File: src/rtl/rtc_fmt_pkg.sv
// Shared types and constants for the RTC-to-UART timestamp formatter.
// RTC_FMT_WEEKDAY_EN selects the line length (21, or 24 with " Wd").
package rtc_fmt_pkg;

    typedef enum logic [1:0] {
        S_IDLE,
        S_LOAD,
        S_SEND,
        S_WAIT
    } state_t;

    localparam logic [7:0] ASC_ZERO  = 8'h30;
    localparam logic [7:0] ASC_TWO   = 8'h32;
    localparam logic [7:0] ASC_QMARK = 8'h3F;
    localparam logic [7:0] ASC_DASH  = 8'h2D;
    localparam logic [7:0] ASC_COLON = 8'h3A;
    localparam logic [7:0] ASC_SPACE = 8'h20;
    localparam logic [7:0] ASC_W     = 8'h57;
    localparam logic [7:0] ASC_CR    = 8'h0D;
    localparam logic [7:0] ASC_LF    = 8'h0A;

`ifdef RTC_FMT_WEEKDAY_EN
    localparam int FRAME_LEN = 24;
`else
    localparam int FRAME_LEN = 21;
`endif

    localparam int IDX_W = $clog2(FRAME_LEN);
    localparam logic [IDX_W-1:0] LAST_IDX = IDX_W'(FRAME_LEN - 1);

endpackage

File: src/rtl/bcd_to_ascii.sv
// Purpose: one BCD nibble to its ASCII digit; non-decimal values become '?'.
// Latency: combinational.
// Backpressure: none.
module bcd_to_ascii
    import rtc_fmt_pkg::*;
(
    input  logic [3:0] nibble,
    output logic [7:0] ascii
);

    always_comb begin
        ascii = ASC_QMARK;
        if (nibble <= 4'd9) begin
            ascii = ASC_ZERO + {4'h0, nibble};
        end
    end

endmodule

File: src/rtl/rtc_uart_formatter.sv
// Purpose: DS1302 BCD snapshot -> "20YY-MM-DD HH:MM:SS\r\n" streamed to UART TX (RTC_FMT_WEEKDAY_EN adds " Wd").
// Latency: first txStart 3 cycles after rtcValid is sampled; each next char >= 2 cycles after txDone.
// Backpressure: holds each char while txBusy; rtcValid outside IDLE is dropped and counted.
module rtc_uart_formatter
    import rtc_fmt_pkg::*;
#(
    parameter int CHAR_W = 8,
    parameter int DROP_W = 8
) (
    input  logic              clk,
    input  logic              rst,
    input  logic              rtcValid,
    input  logic [7:0]        secData,
    input  logic [7:0]        minData,
    input  logic [7:0]        hrsData,
    input  logic [7:0]        dateData,
    input  logic [7:0]        monData,
    input  logic [7:0]        dayData,
    input  logic [7:0]        yrData,
    input  logic              txBusy,
    input  logic              txDone,
    output logic              txStart,
    output logic [CHAR_W-1:0] txData,
    output logic              busy,
    output logic              frameDone,
    output logic [DROP_W-1:0] dropCnt
);

    state_t             state_q, state_d;
    logic [IDX_W-1:0]   idx_q, idx_d;
    logic [7:0]         sec_q, min_q, hrs_q, date_q, mon_q, yr_q;
    logic               snap_ld;
    logic               tx_start_d, frame_done_d;
    logic [CHAR_W-1:0]  tx_data_d;
    logic               accept;

    logic               is_const;
    logic [7:0]         const_chr;
    logic [3:0]         nib;
    logic [7:0]         nib_asc;
    logic [7:0]         chr;
    logic [3:0]         hrs_tens;

`ifdef RTC_FMT_WEEKDAY_EN
    logic [7:0]         day_q;
`endif

    // Bits the line never shows (CH, 12/24 spare, reserved fields).
    logic unused_bits;
`ifdef RTC_FMT_WEEKDAY_EN
    assign unused_bits = ^{sec_q[7], min_q[7], hrs_q[6], date_q[7:6], mon_q[7:5], day_q[7:3]};
`else
    assign unused_bits = ^{sec_q[7], min_q[7], hrs_q[6], date_q[7:6], mon_q[7:5], dayData};
`endif

    // 12 h mode keeps only bit 4 as the tens digit; bit 5 is AM/PM there.
    assign hrs_tens = hrs_q[7] ? {3'b000, hrs_q[4]} : {2'b00, hrs_q[5:4]};

    always_comb begin
        is_const  = 1'b1;
        const_chr = ASC_SPACE;
        nib       = 4'h0;
        case (int'(idx_q))
            0:  const_chr = ASC_TWO;
            1:  const_chr = ASC_ZERO;
            2:  begin is_const = 1'b0; nib = yr_q[7:4]; end
            3:  begin is_const = 1'b0; nib = yr_q[3:0]; end
            4:  const_chr = ASC_DASH;
            5:  begin is_const = 1'b0; nib = {3'b000, mon_q[4]}; end
            6:  begin is_const = 1'b0; nib = mon_q[3:0]; end
            7:  const_chr = ASC_DASH;
            8:  begin is_const = 1'b0; nib = {2'b00, date_q[5:4]}; end
            9:  begin is_const = 1'b0; nib = date_q[3:0]; end
            10: const_chr = ASC_SPACE;
            11: begin is_const = 1'b0; nib = hrs_tens; end
            12: begin is_const = 1'b0; nib = hrs_q[3:0]; end
            13: const_chr = ASC_COLON;
            14: begin is_const = 1'b0; nib = {1'b0, min_q[6:4]}; end
            15: begin is_const = 1'b0; nib = min_q[3:0]; end
            16: const_chr = ASC_COLON;
            17: begin is_const = 1'b0; nib = {1'b0, sec_q[6:4]}; end
            18: begin is_const = 1'b0; nib = sec_q[3:0]; end
`ifdef RTC_FMT_WEEKDAY_EN
            19: const_chr = ASC_SPACE;
            20: const_chr = ASC_W;
            21: begin is_const = 1'b0; nib = {1'b0, day_q[2:0]}; end
            22: const_chr = ASC_CR;
            23: const_chr = ASC_LF;
`else
            19: const_chr = ASC_CR;
            20: const_chr = ASC_LF;
`endif
            default: const_chr = ASC_SPACE;
        endcase
    end

    bcd_to_ascii u_bcd_to_ascii (
        .nibble (nib),
        .ascii  (nib_asc)
    );

    assign chr = is_const ? const_chr : nib_asc;

    // The frameDone cycle still belongs to the finished line, so a new snapshot is refused there.
    assign accept = (state_q == S_IDLE) && !frameDone;
    assign busy   = (state_q != S_IDLE) || frameDone;

    always_comb begin
        state_d      = state_q;
        idx_d        = idx_q;
        tx_start_d   = 1'b0;
        tx_data_d    = txData;
        frame_done_d = 1'b0;
        snap_ld      = 1'b0;
        case (state_q)
            S_IDLE: begin
                if (rtcValid && accept) begin
                    snap_ld = 1'b1;
                    state_d = S_LOAD;
                end
            end
            S_LOAD: begin
                idx_d   = '0;
                state_d = S_SEND;
            end
            S_SEND: begin
                if (!txBusy) begin
                    tx_start_d = 1'b1;
                    tx_data_d  = CHAR_W'(chr);
                    state_d    = S_WAIT;
                end
            end
            S_WAIT: begin
                if (txDone) begin
                    if (idx_q == LAST_IDX) begin
                        frame_done_d = 1'b1;
                        idx_d        = '0;
                        state_d      = S_IDLE;
                    end else begin
                        idx_d   = idx_q + 1'b1;
                        state_d = S_SEND;
                    end
                end
            end
            default: state_d = S_IDLE;
        endcase
    end

    always_ff @(posedge clk or negedge rst) begin
        if (!rst) begin
            state_q   <= S_IDLE;
            idx_q     <= '0;
            txStart   <= 1'b0;
            txData    <= '0;
            frameDone <= 1'b0;
        end else begin
            state_q   <= state_d;
            idx_q     <= idx_d;
            txStart   <= tx_start_d;
            txData    <= tx_data_d;
            frameDone <= frame_done_d;
        end
    end

    always_ff @(posedge clk or negedge rst) begin
        if (!rst) begin
            sec_q  <= '0;
            min_q  <= '0;
            hrs_q  <= '0;
            date_q <= '0;
            mon_q  <= '0;
            yr_q   <= '0;
`ifdef RTC_FMT_WEEKDAY_EN
            day_q  <= '0;
`endif
        end else if (snap_ld) begin
            sec_q  <= secData;
            min_q  <= minData;
            hrs_q  <= hrsData;
            date_q <= dateData;
            mon_q  <= monData;
            yr_q   <= yrData;
`ifdef RTC_FMT_WEEKDAY_EN
            day_q  <= dayData;
`endif
        end
    end

    always_ff @(posedge clk or negedge rst) begin
        if (!rst) begin
            dropCnt <= '0;
        end else if (rtcValid && !accept && (dropCnt != '1)) begin
            dropCnt <= dropCnt + 1'b1;
        end
    end

endmodule
File: config.mk
export PLATFORM = sky130hd
export DESIGN_NAME = rtc_uart_formatter
export DESIGN_NICKNAME = d
export VERILOG_FILES = /design/src/rtl/rtc_fmt_pkg.sv /design/src/rtl/bcd_to_ascii.sv /design/src/rtl/rtc_uart_formatter.sv
export SDC_FILE = /design/constraint.sdc
export NUM_CORES = 1
export LEC_CHECK = 0
export ABC_CLOCK_PERIOD_IN_PS = 3800
export CORE_ASPECT_RATIO = 1.1
export CORE_MARGIN = 5
export CORE_UTILIZATION = 45
export CTS_BUF_LIST = sky130_fd_sc_hd__clkbuf_4 sky130_fd_sc_hd__clkbuf_8
export DETAILED_ROUTE_END_ITERATION = 12
export PLACE_DENSITY_LB_ADDON = 0.2
export SLEW_MARGIN = 0
export SYNTH_ARGS = -nofsm -noshare
export SYNTH_HDL_FRONTEND = slang
export SYNTH_SLANG_ARGS = --single-unit
File: constraint.sdc
create_clock -name clk -period 3.8 [get_ports clk]
set_clock_uncertainty 0.2 [all_clocks]
set_input_delay 0.57 -clock clk [delete_from_list [all_inputs] [get_ports clk]]
set_output_delay 0.57 -clock clk [all_outputs]
set_load 0.005 [all_outputs]
-- Word level (Yosys, flattened, before mapping)
Index checks and enable logic that the tools add are counted.
- $add $sub $neg: 3
- magnitude comparators: 1
- eq/ne operators: 26
- mux-type cells: 20
- bitwise operators: 1
- reduce and logical (&&, ||, !) cells: 17
- operators with widths (kind ; number):
    $pmux W4 S12 ; 1
    $pmux W6 S6 ; 1
    $eq A5 B4 Y1 const B ; 7
    $eq A5 B5 Y1 const B ; 5
    $eq A5 B3 Y1 const B ; 4
    $mux W8 ; 2
    $reduce_or A12 Y1 ; 1
    $eq A5 B2 Y1 const B ; 2
    $mux W2 ; 5
    $mux W5 ; 2
    $pmux W5 S2 ; 1
    $add A8 B1 Y8 const B ; 1
    $ne A8 B8 Y1 const B ; 1
    $pmux W2 S4 ; 1
    $add A6 B4 Y7 const A ; 1
    $mux W1 ; 7
    $add A5 B1 Y5 const B ; 1
    $eq A5 B1 Y1 const B ; 1
    $logic_not A5 Y1 ; 1
    $eq A2 B2 Y1 const B ; 2
    $le A4 B4 Y1 const B ; 1
    $logic_and A1 B1 Y1 ; 4
    $ne A2 B2 Y1 const B ; 2
    $reduce_and A2 Y1 ; 2
    9 further kinds ; 12
- flip-flop bits (word level): 66
- input bits: 61
- output and inout bits: 19
- word-level logic and storage cells: 80

-- Logic depth before layout (Yosys ltp)
- depth after elaboration: 5
- depth in mapped cells: 11
- mapped depth without buffers: 9

-- Hierarchy
Synthesis repeated with hierarchy kept, for this count alone.
- cell total of the unflattened synthesis: 291
- area, all modules: 3290.7 um2
- modules (own cells, without submodules) (module ; times used ; cells an instance ; area each (um2)):
    rtc_uart_formatter ; 1 ; 280 ; 3223.1
    bcd_to_ascii ; 1 ; 11 ; 67.6

-- Worst setup path after synthesis
OpenSTA, ideal clock, no wires.
- path kind: register to register
- start: reg idx_q[2]
- end: reg txData[1]
- library setup time: 0.119 ns
- data arrival time: 2.099 ns
- slack: 1.382 ns
- cell stages (with the launch flop): 10
- path buffers: 3
- period minus slack after synthesis: 2.418 ns
- path through: dfrtp_1 buf_4 buf_2 buf_2 and3_1 ha_1 a32o_1 a2111oi_4 o2111ai_1 o21a_1
- cells in the longest elaborated chain, start to end: 5
- elaborated cells on any way between the ends: 29
- those cells by class: 1 x add/sub; 1 x order compare; 19 x eq/ne; 4 x mux; 4 x reduce/logical
- ends and longest elaborated chain (element ; RTL line ; text):
    from (decl) ; rtc_uart_formatter.sv:30 ; logic [IDX_W-1:0] idx_q, idx_d;
    from (signal assigned) ; rtc_uart_formatter.sv:158 ; idx_q <= idx_d;
    $eq A5 B5 Y1, or another cell as far along ; rtc_uart_formatter.sv:63 ; case (int'(idx_q))
    $pmux W4 S12 ; rtc_uart_formatter.sv:63 ;
    $add A6 B4 Y7 / $le A4 B4 Y1 (equally long branches) ; bcd_to_ascii.sv:14, bcd_to_ascii.sv:13 ;
    $mux W8 ; bcd_to_ascii.sv:13 ; if (nibble <= 4'd9) begin
    $mux W8 (*) ; rtc_uart_formatter.sv:102 ; assign chr = is_const ? const_chr : nib_asc;
    to (signal assigned) ; rtc_uart_formatter.sv:160 ; txData <= tx_data_d;
    to (decl) ; rtc_uart_formatter.sv:23 ; output logic [CHAR_W-1:0] txData,
Mark *: on every way between the ends. The rest lies on a longest branch, timed or not.
A chain may end at the register's enable or synchronous reset.

-- Worst setup path in the final report
- start: reg idx_q[4]
- end: reg txData[1]
The elaborated chain is that of the path after synthesis.

==> results.sh <==
export IMPL_clockBufferDepth=2
export IMPL_overflow=0
export IMPL_yosys_area_share_simple=0.124
export IMPL_nets=406
export IMPL_cts_tree="done"
export IMPL_tightest_slew_ns=1.01
export IMPL_use_met1=0.206
export IMPL_crit_fanout=20
export IMPL_port_buffer_count=61
export IMPL_p_comb_frac=0.359
export IMPL_start_util=0.458
export IMPL_intPower_w=0.00144
export IMPL_r2r_end="txData[1]"
export IMPL_clk_pin_slew_ns=0.07
export IMPL_end_kind="flop"
export IMPL_dp_cells=413
export IMPL_rsz0062_at_grt="no"
export IMPL_synthCells=279
export IMPL_synthArstFlopShare=1.00
export IMPL_cts_buffers=9
export IMPL_slew_limit_headroom=0.326
export IMPL_drive_gt1_frac=0.175
export IMPL_htreeDepth=3
export IMPL_peakVddDrop_v=0.000332
export IMPL_grt_max_degree=47
export IMPL_synth_edf_count=0
export IMPL_r2r_start="idx_q[4]"
export IMPL_crit_type="flop to flop"
export IMPL_sequentialPowerShare=0.420
export IMPL_post_cts_buffers=0
export IMPL_postRouteWirelength_microns=6680
export IMPL_synthMuxAreaShare=0.161
export IMPL_yosysWarnings=0
export IMPL_hold_viol_final=0
export IMPL_coreArea_sq_um=6930
export IMPL_routed_via_count=2310
export IMPL_hold_worst_slack_ns=0.195
export IMPL_maxCapViolations=0
export IMPL_ios=80
export IMPL_netlist_top_cells_area="dfrtp_1 50%, mux2_2 11%, mux2_1 3.2%, nand2_1 2.7%, buf_4 2.4%"
export IMPL_area_growth_pct=25.1
export IMPL_hold_path_class="input port to asynchronous set/reset pin"
export IMPL_synth_top_family_by_area="multiplexers"
export IMPL_max_freq_mhz=388
export IMPL_synth_compound_area_frac=0.124
export IMPL_grt_util_met3=0.0485
export IMPL_yosys_area_top_type_share=0.496
export IMPL_first_iter_violations=162
export IMPL_die_h_microns=98.1
export IMPL_viasPerCell=5.41
export IMPL_ys_types=52
export IMPL_finalSetupViolCount=0
export IMPL_syn_area_sq_um=3180
export IMPL_period_needed_ns=2.57
export IMPL_cellPowerDensity_nw_per_um2=555
export IMPL_arrival_ns=2.60
export IMPL_synth_fa_ha_area_frac=0.0236
export IMPL_gr_usage_met2=0.251
export IMPL_ff2ff_setup_slack_ns=1.23
export IMPL_rr_worst_depth=6
export IMPL_synth_xor_area_frac=0.0221
export IMPL_clock_sinks=63
export IMPL_layout_common_cells="63 x dfrtp_1, 60 x clkdlybuf4s50_1, 31 x mux2_2"
export IMPL_antenna_found_initial=0
export IMPL_die_w_microns=90.1
export IMPL_grt_pass1_vias=2264
export IMPL_yosysSeqAreaShare=0.496
export IMPL_synth_ff_type="dfrtp_1"
export IMPL_grt_busiest_layer="met2"
export IMPL_cp_data_required_time_ns=3.82
export IMPL_multi_input_area_sq_um=1460
export IMPL_switching_share=0.348
export IMPL_final_common_cell="dfrtp_1"
export IMPL_tns_ns=0
export IMPL_yosysTopAreaCell="dfrtp_1"
export IMPL_num_fill_cells=625
export IMPL_synth_area_per_cell_sq_um=11.4
export IMPL_gp_congestion=0.826
export IMPL_post_drt_wl_per_cell_microns=15.6
export IMPL_cp_start_kind="flop"
export IMPL_synth_seq_cells=63
export IMPL_antenna_left=0
export IMPL_clockPowerShare=0.221
export IMPL_diodes=0
export IMPL_cts_resized=0
export IMPL_p_switching_w=0.000767
export IMPL_grt_pass1_wl_microns=11400
export IMPL_regArea_sq_um=1580
export IMPL_dpl_instance_area_sq_um=3810
export IMPL_fin_area_sq_um=3970
export IMPL_cts_root_buffer="clkbuf_8"
export IMPL_std_cell_rows=32
export IMPL_insertion_delay_ns=0.34
export IMPL_p_leak_nw=1.72
export IMPL_drc_errors=0
export IMPL_finalCritPeriodShare=0.678
export IMPL_dieArea_sq_um=8840
export IMPL_grt_use_total=0.158
export IMPL_first_pass_iters=4
export IMPL_stdcell_count=427
export IMPL_post_route_util=0.573
export IMPL_status="finished, final reports clean"
export IMPL_dp_hpwl_microns=4860
export IMPL_cts_hold_buf=0
export IMPL_slew_violations=0
==> state kept, by name (all words and copies together), names as in the netlist <==
name and cells:
idx_q 5, dropCnt 8, date_q 6, state_q 2, mon_q 5, frameDone 1, txData 6, txStart 1
hrs_q 7, yr_q 8, sec_q 7, min_q 7
==> worst max path at each step <==
stage,from,to,cells past startpoint,slack (ns)
after floorplan,idx_q[2],txData[1],9,1.38
after global placement,idx_q[4],txData[1],6,1.26
after detailed placement,idx_q[4],txData[1],6,1.25
after CTS,idx_q[4],txData[1],6,1.24
after global routing,idx_q[4],txData[2],8,0.97
final,idx_q[4],txData[1],6,1.23
==> metal layers <==
layer	vias up	wire length, microns	share of wire
met2	61	3190	0.48
met5	-	0	0
met3	9	393	0.059
met4	0	111	0.017
li1	1133	-	-
met1	1107	2980	0.45
==> cells in the mapped netlist (3+ instances only) <==
cell type	number
nor2_1	14
a22o_1	3
inv_1	7
ha_1	6
nand3_1	11
a31oi_1	3
dfrtp_1	63
nor2b_1	3
mux2i_1	6
a21oi_1	10
nand2_1	23
o21ai_0	7
o211ai_1	3
mux2_2	31
buf_4	10
a22oi_1	5
buf_2	5
nand4_1	6
nor3_1	7
mux2_1	9
xnor2_1	6
==> kinds of logic after synthesis <==
logic type | after synthesis
fa+ha+maj | 6
flops | 63
simple gates | 77
compound gates | 51
xor+xnor | 8
other cells | 1
buf+inv | 27
mux | 46
==> cell type report <==
| cell class | count | share of cell area |
|---|---|---|
| sequential | 63 | 0.397 |
| tap | 85 | 0.0268 |
| inverter | 9 | 0.00851 |
| multi-input combinational | 190 | 0.366 |
| timing repair buffer | 66 | 0.162 |
| clock buffer | 12 | 0.0369 |
| clock inverter | 2 | 0.00252 |
==> through the flow <==
step | worst slack, ns | total power (W)
after global placement | 1.26 | 0.00171
after global routing | 0.970 | 0.00237
after CTS | 1.24 | 0.00222
after floorplan | 1.38 | 0.00144
final | 1.23 | 0.00220
after detailed placement | 1.25 | 0.00173
==> critical path, cell delays in order (launching register included) <==
cell       delay (ns)
dfrtp_1          0.74
inv_2            0.18
ha_1             0.34
a32o_1           0.29
a2111oi_4        0.39
o2111ai_1        0.18
o21a_1           0.13
==> power by group through the flow <==
stage	Clock, W	Combinational, W	Sequential [W]
4_1_cts	0.000500	0.000797	0.000926
5_1_grt	0.000532	0.000887	0.000948
3_5_place_dp	0	0.000793	0.000939
2_1_floorplan	0	0.000559	0.000880
3_3_place_gp	0	0.000784	0.000931
6_report	0.000487	0.000792	0.000925
Note: power is estimated with default switching activity, not from simulation.
